==> src/rtl/rps_pkg.sv <==
// rtl/rps_pkg.sv - shared types and helpers for the rock-paper-scissors round controller
package rps_pkg;

    typedef enum logic [2:0] {
        MV_NONE     = 3'd0,
        MV_ROCK     = 3'd1,
        MV_PAPER    = 3'd2,
        MV_SCISSORS = 3'd3,
        MV_INVALID  = 3'd4
    } move_t;

    typedef enum logic [1:0] {
        RES_NONE  = 2'b00,
        RES_A_WIN = 2'b01,
        RES_B_WIN = 2'b10,
        RES_TIE   = 2'b11
    } result_t;

    typedef enum logic [1:0] {
        ST_IDLE   = 2'd0,
        ST_WAIT_B = 2'd1,
        ST_SHOW   = 2'd2
    } round_state_t;

    function automatic move_t decode_move(input logic [2:0] bits);
        move_t m;
        case (bits)
            3'b100:  m = MV_ROCK;
            3'b010:  m = MV_PAPER;
            3'b001:  m = MV_SCISSORS;
            default: m = MV_INVALID;
        endcase
        return m;
    endfunction

    function automatic result_t score(input move_t a, input move_t b);
        result_t r;
        if (a == b) begin
            r = RES_TIE;
        end else if ((a == MV_ROCK     && b == MV_SCISSORS) ||
                     (a == MV_SCISSORS && b == MV_PAPER)    ||
                     (a == MV_PAPER    && b == MV_ROCK)) begin
            r = RES_A_WIN;
        end else begin
            r = RES_B_WIN;
        end
        return r;
    endfunction

    // LED order is {rock,paper,scissors}
    function automatic logic [2:0] move_leds(input move_t m);
        logic [2:0] l;
        case (m)
            MV_ROCK:     l = 3'b100;
            MV_PAPER:    l = 3'b010;
            MV_SCISSORS: l = 3'b001;
            default:     l = 3'b000;
        endcase
        return l;
    endfunction

endpackage

==> src/rtl/cs_sync_edge.sv <==
// rtl/cs_sync_edge.sv - chip-select synchroniser with registered falling-edge (end of frame) pulse
module cs_sync_edge #(
    parameter int SYNC_STAGES = 2
) (
    input  logic i_clk,
    input  logic i_reset,
    input  logic i_cs,
    output logic o_frame_pulse
);

    logic [SYNC_STAGES-1:0] r_sync;
    logic                   r_cs_s_d;
    logic                   r_pulse;
    logic                   w_cs_s;

    assign w_cs_s        = r_sync[SYNC_STAGES-1];
    assign o_frame_pulse = r_pulse;

    always_ff @(posedge i_clk) begin
        if (i_reset) begin
            r_sync   <= '0;
            r_cs_s_d <= 1'b0;
            r_pulse  <= 1'b0;
        end else begin
            r_sync   <= {r_sync[SYNC_STAGES-2:0], i_cs};
            r_cs_s_d <= w_cs_s;
            r_pulse  <= ~w_cs_s & r_cs_s_d;
        end
    end

endmodule

==> src/rtl/rps_round_ctrl.sv <==
// rtl/rps_round_ctrl.sv - captures SPI move bytes, sequences one round, drives registered LED outputs
module rps_round_ctrl
    import rps_pkg::*;
#(
    parameter int TIMEOUT_CYCLES = 48_000_000,
    parameter int DISPLAY_CYCLES = 24_000_000,
    parameter int SYNC_STAGES    = 2
) (
    input  logic       clk,
    input  logic       reset,
    input  logic       cs,
    input  logic [7:0] sig,
    output logic [2:0] led_a,
    output logic [2:0] led_b,
    output logic [1:0] result,
    output logic       busy,
    output logic       err,
    output logic       overrun
);

    localparam int MAX_CYC = (TIMEOUT_CYCLES > DISPLAY_CYCLES) ? TIMEOUT_CYCLES : DISPLAY_CYCLES;
    localparam int CW      = $clog2(MAX_CYC);
    localparam logic [CW-1:0] TMO_LAST = CW'(TIMEOUT_CYCLES - 1);
    localparam logic [CW-1:0] DSP_LAST = CW'(DISPLAY_CYCLES - 1);

    logic         w_frame_pulse;
    logic [7:0]   r_byte_q;
    logic         r_byte_v;
    move_t        w_move;
    logic         w_unused_bits;

    round_state_t r_state;
    logic [CW-1:0] r_tmo;
    logic [CW-1:0] r_cnt;
    move_t        r_move_a;
    move_t        r_move_b;
    result_t      r_res;
    logic         r_err;
    logic         r_ovr;

    cs_sync_edge #(
        .SYNC_STAGES (SYNC_STAGES)
    ) u_cs_sync (
        .i_clk         (clk),
        .i_reset       (reset),
        .i_cs          (cs),
        .o_frame_pulse (w_frame_pulse)
    );

    assign w_move        = decode_move(r_byte_q[7:5]);
    assign w_unused_bits = ^r_byte_q[4:0];

    // sck has stopped before cs falls, so sig is stable when the pulse arrives
    always_ff @(posedge clk) begin
        if (reset) begin
            r_byte_q <= 8'h00;
            r_byte_v <= 1'b0;
        end else begin
            r_byte_v <= w_frame_pulse;
            if (w_frame_pulse) begin
                r_byte_q <= sig;
            end
        end
    end

    always_ff @(posedge clk) begin
        if (reset) begin
            r_state  <= ST_IDLE;
            r_tmo    <= '0;
            r_cnt    <= '0;
            r_move_a <= MV_NONE;
            r_move_b <= MV_NONE;
            r_res    <= RES_NONE;
            r_err    <= 1'b0;
            r_ovr    <= 1'b0;
        end else begin
            r_ovr <= 1'b0;
            case (r_state)
                ST_IDLE: begin
                    if (r_byte_v) begin
                        if (w_move != MV_INVALID) begin
                            r_move_a <= w_move;
                            r_move_b <= MV_NONE;
                            r_res    <= RES_NONE;
                            r_err    <= 1'b0;
                            r_tmo    <= '0;
                            r_state  <= ST_WAIT_B;
                        end else begin
                            r_err <= 1'b1;
                        end
                    end
                end
                ST_WAIT_B: begin
                    r_tmo <= r_tmo + CW'(1);
                    // a valid move B takes priority over an expiring timeout
                    if (r_byte_v && w_move != MV_INVALID) begin
                        r_move_b <= w_move;
                        r_res    <= score(r_move_a, w_move);
                        r_cnt    <= '0;
                        r_state  <= ST_SHOW;
                    end else begin
                        if (r_byte_v) begin
                            r_err <= 1'b1;
                        end
                        if (r_tmo == TMO_LAST) begin
                            r_err    <= 1'b1;
                            r_move_a <= MV_NONE;
                            r_state  <= ST_IDLE;
                        end
                    end
                end
                ST_SHOW: begin
                    r_cnt <= r_cnt + CW'(1);
                    if (r_byte_v) begin
                        r_ovr <= 1'b1;
                    end
                    if (r_cnt == DSP_LAST) begin
                        r_move_a <= MV_NONE;
                        r_move_b <= MV_NONE;
                        r_res    <= RES_NONE;
                        r_state  <= ST_IDLE;
                    end
                end
                default: begin
                    r_state <= ST_IDLE;
                end
            endcase
        end
    end

    always_ff @(posedge clk) begin
        if (reset) begin
            led_a   <= 3'b000;
            led_b   <= 3'b000;
            result  <= 2'b00;
            busy    <= 1'b0;
            err     <= 1'b0;
            overrun <= 1'b0;
        end else begin
            led_a   <= move_leds(r_move_a);
            led_b   <= move_leds(r_move_b);
            result  <= r_res;
            busy    <= (r_state != ST_IDLE);
            err     <= r_err;
            overrun <= r_ovr;
        end
    end

endmodule
==> config.mk <==
export PLATFORM = sky130hd
export DESIGN_NAME = rps_round_ctrl
export DESIGN_NICKNAME = d
export VERILOG_FILES = /design/src/rtl/rps_pkg.sv /design/src/rtl/cs_sync_edge.sv /design/src/rtl/rps_round_ctrl.sv
export SDC_FILE = /design/constraint.sdc
export NUM_CORES = 1
export LEC_CHECK = 0
export CAP_MARGIN = 15
export CORE_UTILIZATION = 60
export DETAILED_ROUTE_END_ITERATION = 12
export PLACE_DENSITY = 0.82
export SYNTH_ARGS = -nofsm -noshare
export SYNTH_HDL_FRONTEND = slang
export SYNTH_SLANG_ARGS = --single-unit
==> constraint.sdc <==
create_clock -name clk -period 6 [get_ports clk]
set_input_delay 1.8 -clock clk [delete_from_list [all_inputs] [get_ports clk]]
set_output_delay 1.8 -clock clk [all_outputs]
set_load 0.05 [all_outputs]
; ---- After elaboration in Yosys (flattened, before gate mapping)
; Cells that the tools add are included.
[totals]
output_inout_bits = 11
reg_bits = 88
elab_cells = 105
inputBits = 11
[op_classes]
addsub = 2
mux = 37
reduce_logical = 18
n_bitwise = 3
eq_ne = 26
[ops]
columns = cell, n
row1 = 26-bit case mux with 2 select lines, 2
row2 = 26-bit 2-to-1 mux, 3
row3 = 26-bit by 1-bit adder with 26-bit output (second input constant), 2
row4 = 3-bit case mux with 3 select lines, 5
row5 = 26-bit by 25-bit equality test with 1-bit output (second input constant), 1
row6 = 26-bit equality test (second input constant), 1
row7 = 3-bit 2-to-1 mux, 8
row8 = 3-bit by 2-bit equality test with 1-bit output (second input constant), 7
row9 = 2-bit 2-to-1 mux, 10
row10 = 3-bit by 1-bit equality test with 1-bit output (second input constant), 4
row11 = 2-bit inequality test (second input constant), 6
row12 = 2-bit case mux with 3 select lines, 2
row13 = 3-bit inequality test (second input constant), 3
row14 = 4-bit AND reduction, 2
row15 = 1-bit 2-to-1 mux, 6
row16 = 6-bit AND reduction, 1
row17 = 2-bit nonzero test, 3
row18 = 5-bit AND reduction, 1
row19 = 1-bit logical AND, 4
row20 = 3-bit equality test, 1
row21 = 3-bit equality test (second input constant), 1
row22 = 3-bit AND reduction, 1
row23 = 3-bit nonzero test, 1
row24 = 2-bit by 1-bit equality test with 1-bit output (second input constant), 1
row25 = 8 further kinds, 10

; ---- Depth between registers and ports, before layout
[depth]
depth_word = 10
ltp_mapped = 9
depth_no_buf = 7

; ---- Modules after synthesis
; From an unflattened synthesis, not the netlist that was laid out.
[unflattened]
hier_cells = 463
area_unflattened_um2 = 4010.1
[modules_own_cells]
columns = mod, n_inst, area_each_um2, seq_area_each_um2, cells_per_inst
row1 = rps_round_ctrl, 1, 3898.7, 1581.5, 455
row2 = cs_sync_edge, 1, 111.4, 80.1, 8

; ---- Worst setup path after synthesis
; OpenSTA, ideal clock, no wires.
[synth_timing]
path_type = input to register
start = in reset
end = reg r_byte_q[5]
path_buffers = 3
arrival_time_ps = 2696
stages = 4
required_ps = 5872
path_slack_ps = 3176
setup_time_ps = 128
path_cell_list = clkbuf_1 -> buf_1 -> clkbuf_1 -> nor2_1
[synth_lines]
columns = item, line
row1 = start: declaration, rps_round_ctrl.sv:10  ; input logic reset,
row2 = end signal: assignment, rps_round_ctrl.sv:61  ; r_byte_q <= sig;
row3 = end: declaration, rps_round_ctrl.sv:27  ; logic [7:0] r_byte_q;
; No word-level cell between the ends.

==> impl_metrics.env <==
export IMPL_min_to="led_b[1]"
export IMPL_synth_compound_area_frac=0.1034
export IMPL_post_cts_resize_count=0
export IMPL_synth_top_cell_by_area="dfxtp_1"
export IMPL_num_io_pins=22
export IMPL_worstSetupPathType="input port to flip-flop"
export IMPL_place_ws_ns=2.230
export IMPL_finalClockSkew_ns=0.01198
export IMPL_synth_area_um2=3970
export IMPL_cts_max_level=3
export IMPL_dr_total_vias=3450
export IMPL_status="complete, no violations"
export IMPL_start_util=0.6217
export IMPL_maxSlewViolCount=0
export IMPL_seqPwrFrac=0.502
export IMPL_syn_inst=459
export IMPL_post_cts_setup_buffer_count=0
export IMPL_hold_viol=0
export IMPL_setup_ws_ns=2.604
export IMPL_syn2layout_area_growth_pct=10.40
export IMPL_hpwl_mm=5.737
export IMPL_synth_common_cells="83 x dfxtp_1, 56 x nor2_1, 29 x nand2_1"
export IMPL_core_area_um2=6386
export IMPL_die_area_um2=6946
export IMPL_fin_setup_tns_ns=0
export IMPL_whs_path_depth=1
export IMPL_grt_overflow_total=0
export IMPL_yosys_area_share_simple=0.3208
export IMPL_worst_slew_pin_slew_ns=0.8041
export IMPL_r2r_start="r_byte_q[5]"
export IMPL_drt_initial_drc_count=237
export IMPL_slew_headroom=0.4640
export IMPL_ys_seq_area_frac=0.4185
export IMPL_leakage_nw=1.425
export IMPL_clock_latency_ns=0.35
export IMPL_root_buffer="clkbuf_8"
export IMPL_cap_viol_max_count=0
export IMPL_synth_edf_count=0
export IMPL_peakVddDrop_mv=0.1505
export IMPL_final_core_util=0.6863
export IMPL_reg2reg_to="r_tmo[19]"
export IMPL_grt_pass1_wl_mm=14.40
export IMPL_grt_pass1_vias=3065
export IMPL_drt_first_pass_iters=5
export IMPL_synthMostInstantiatedCell="dfxtp_1"
export IMPL_fp_dieW_um=83.35
export IMPL_tritoncts="yes"
export IMPL_synth_xor_area_frac=0.07721
export IMPL_avgViaCountPerCell=6.296
export IMPL_p_sw_frac=0.2336
export IMPL_p_clk_frac=0.428
export IMPL_num_antenna_cells=0
export IMPL_wl_per_cell_um=15.44
export IMPL_synth_top_family_by_area="simple AND/OR/NAND/NOR gates"
export IMPL_hp_class="flip-flop to flip-flop"
export IMPL_max_freq_mhz=294.5
export IMPL_routed_wl_mm=8.460
export IMPL_endpoint_kind="flip-flop"
export IMPL_ys_seq_elements=83
export IMPL_period_share=0.5660
export IMPL_grt_setup_unrepaired="false"
export IMPL_antenna_left=0
export IMPL_synth_distinct_cells=51
export IMPL_grt_use_total=0.2533
export IMPL_synthArstFlopShare=0
export IMPL_clockBufferDepth=2
export IMPL_cellPowerDensity_nw_per_um2=254.0
export IMPL_yosys_warnings=0
export IMPL_synth_fp_nets=476
export IMPL_r2r_setup_slack_ns=3.37
export IMPL_cts_sinks=83
export IMPL_switchingPower_uw=260.0
export IMPL_min_period_ns=3.396
export IMPL_cts_clk_slew_worst_paths_ns=0.09
export IMPL_worstPathMaxFanout=39
export IMPL_io_buffers=16
export IMPL_muxShareOfSynthArea=0.02112
export IMPL_setup_violations=0
export IMPL_worstHoldStart="r_move_b[0]"
export IMPL_ys_top_cells_by_area="dfxtp_1 42%, nor2_1 5.3%, nand4_1 4.3%, xor2_1 4.0%, xnor2_1 3.8%"
export IMPL_antenna_found_initial=0
export IMPL_layout_drive_gt1_share=0.06157
export IMPL_startpoint_type="input port"
export IMPL_synth_top_area_frac=0.4185
export IMPL_die_height_um=83.35
export IMPL_rows=29
export IMPL_fin_nets=483
export IMPL_synth_fa_ha_area_frac=0.01891
export IMPL_total_power_mw=1.113
export IMPL_critPathRequiredTime_ns=6.24
export IMPL_grt_max_degree=40
export IMPL_ys_flop_type="dfxtp_1"
export IMPL_reg2regPathDepth=5
export IMPL_avgSynthCellArea_um2=8.649
export IMPL_place_congestion=0.9189
export IMPL_internal_power_uw=853.1
export IMPL_holdBufCountCts=0
export IMPL_cts_buffers=9
export IMPL_cp_arrival_ns=3.63
export IMPL_holdWs_ns=0.4209
export IMPL_power_frac_comb=0.070
export IMPL_drc=0
state kept, by name, summed over array words and instances, names as in the netlist, 3 cells and up:
register,count
r_move_a,3
r_tmo,26
r_byte_q,3
r_move_b,3
led_b,3
led_a,3
r_cnt,26
layout make-up:
cell class,count,area [um^2]
multi-input cells,339,2150
fillers,501,2003
flip-flops and latches,83,1662
repair buffers,19,182.7
clock buffers,9,123.9
clock inverters,7,116.4
well taps,77,96.34
inverters,14,52.55
per-stage QoR:
stage	cells	instance area [um^2]
after global placement	532	4143
after global routing	548	4383
after CTS	548	4383
final	548	4383
after floorplan	459	3970
after detailed placement	532	4143
routing by layer:
metal / vias up / track usage / part of all wire
met5: - / 0 / 0
met4: 0 / 0.1082 / 0.022
met3: 17 / 0.03678 / 0.047
met2: 102 / 0.4158 / 0.49
met1: 1637 / 0.3329 / 0.44
li1: 1694 / - / -
power by group through the flow:
stage          Combinational (mW)  Clock, mW  Sequential (mW)
6_report                   0.0775      0.477            0.559
5_1_grt                    0.0845      0.505            0.559
3_3_place_gp               0.0742          0            0.571
4_1_cts                    0.0767      0.481            0.559
3_5_place_dp               0.0766          0            0.572
2_1_floorplan              0.0559          0            0.572
worst max-delay path by stage:
stage	startpoint	depth (start not counted)	slack (ns)	end
floorplan	reset	4	3.18	r_byte_q[5]
global placement	reset	7	2.26	r_cnt[25]
detailed placement	reset	7	2.23	r_cnt[25]
CTS	reset	7	2.60	r_cnt[25]
global route	reset	7	2.48	r_cnt[25]
finish	reset	7	2.60	r_cnt[25]
layout by cell type (no fill, tap or decap), drive strengths merged, types with 16 or more instances in the layout:
cell / count
dfxtp: 83
nor2: 56
xor2: 18
nand2: 29
nand4: 27
clkdlybuf4s50: 16
nor4: 24
nand3: 19
a21oi: 17
xnor2: 17
worst max-delay path, cell delays in order:
cell and delay [ns]:
clkdlybuf4s50_1 0.46, buf_4 0.34, inv_1 0.15, o21ai_1 0.23, buf_4 0.32, nor2_1 0.07
mux2_2 0.25
cells by family (layout without fill, tap and decap cells):
kind of cell | count (synthesis) | after routing
fa+ha+maj | 6 | 6
simple gates | 233 | 233
xor+xnor | 35 | 35
mux | 8 | 8
buf+inv | 37 | 49
flops | 83 | 83
compound gates | 57 | 57
Note: power is estimated with default switching activity, not from simulation.
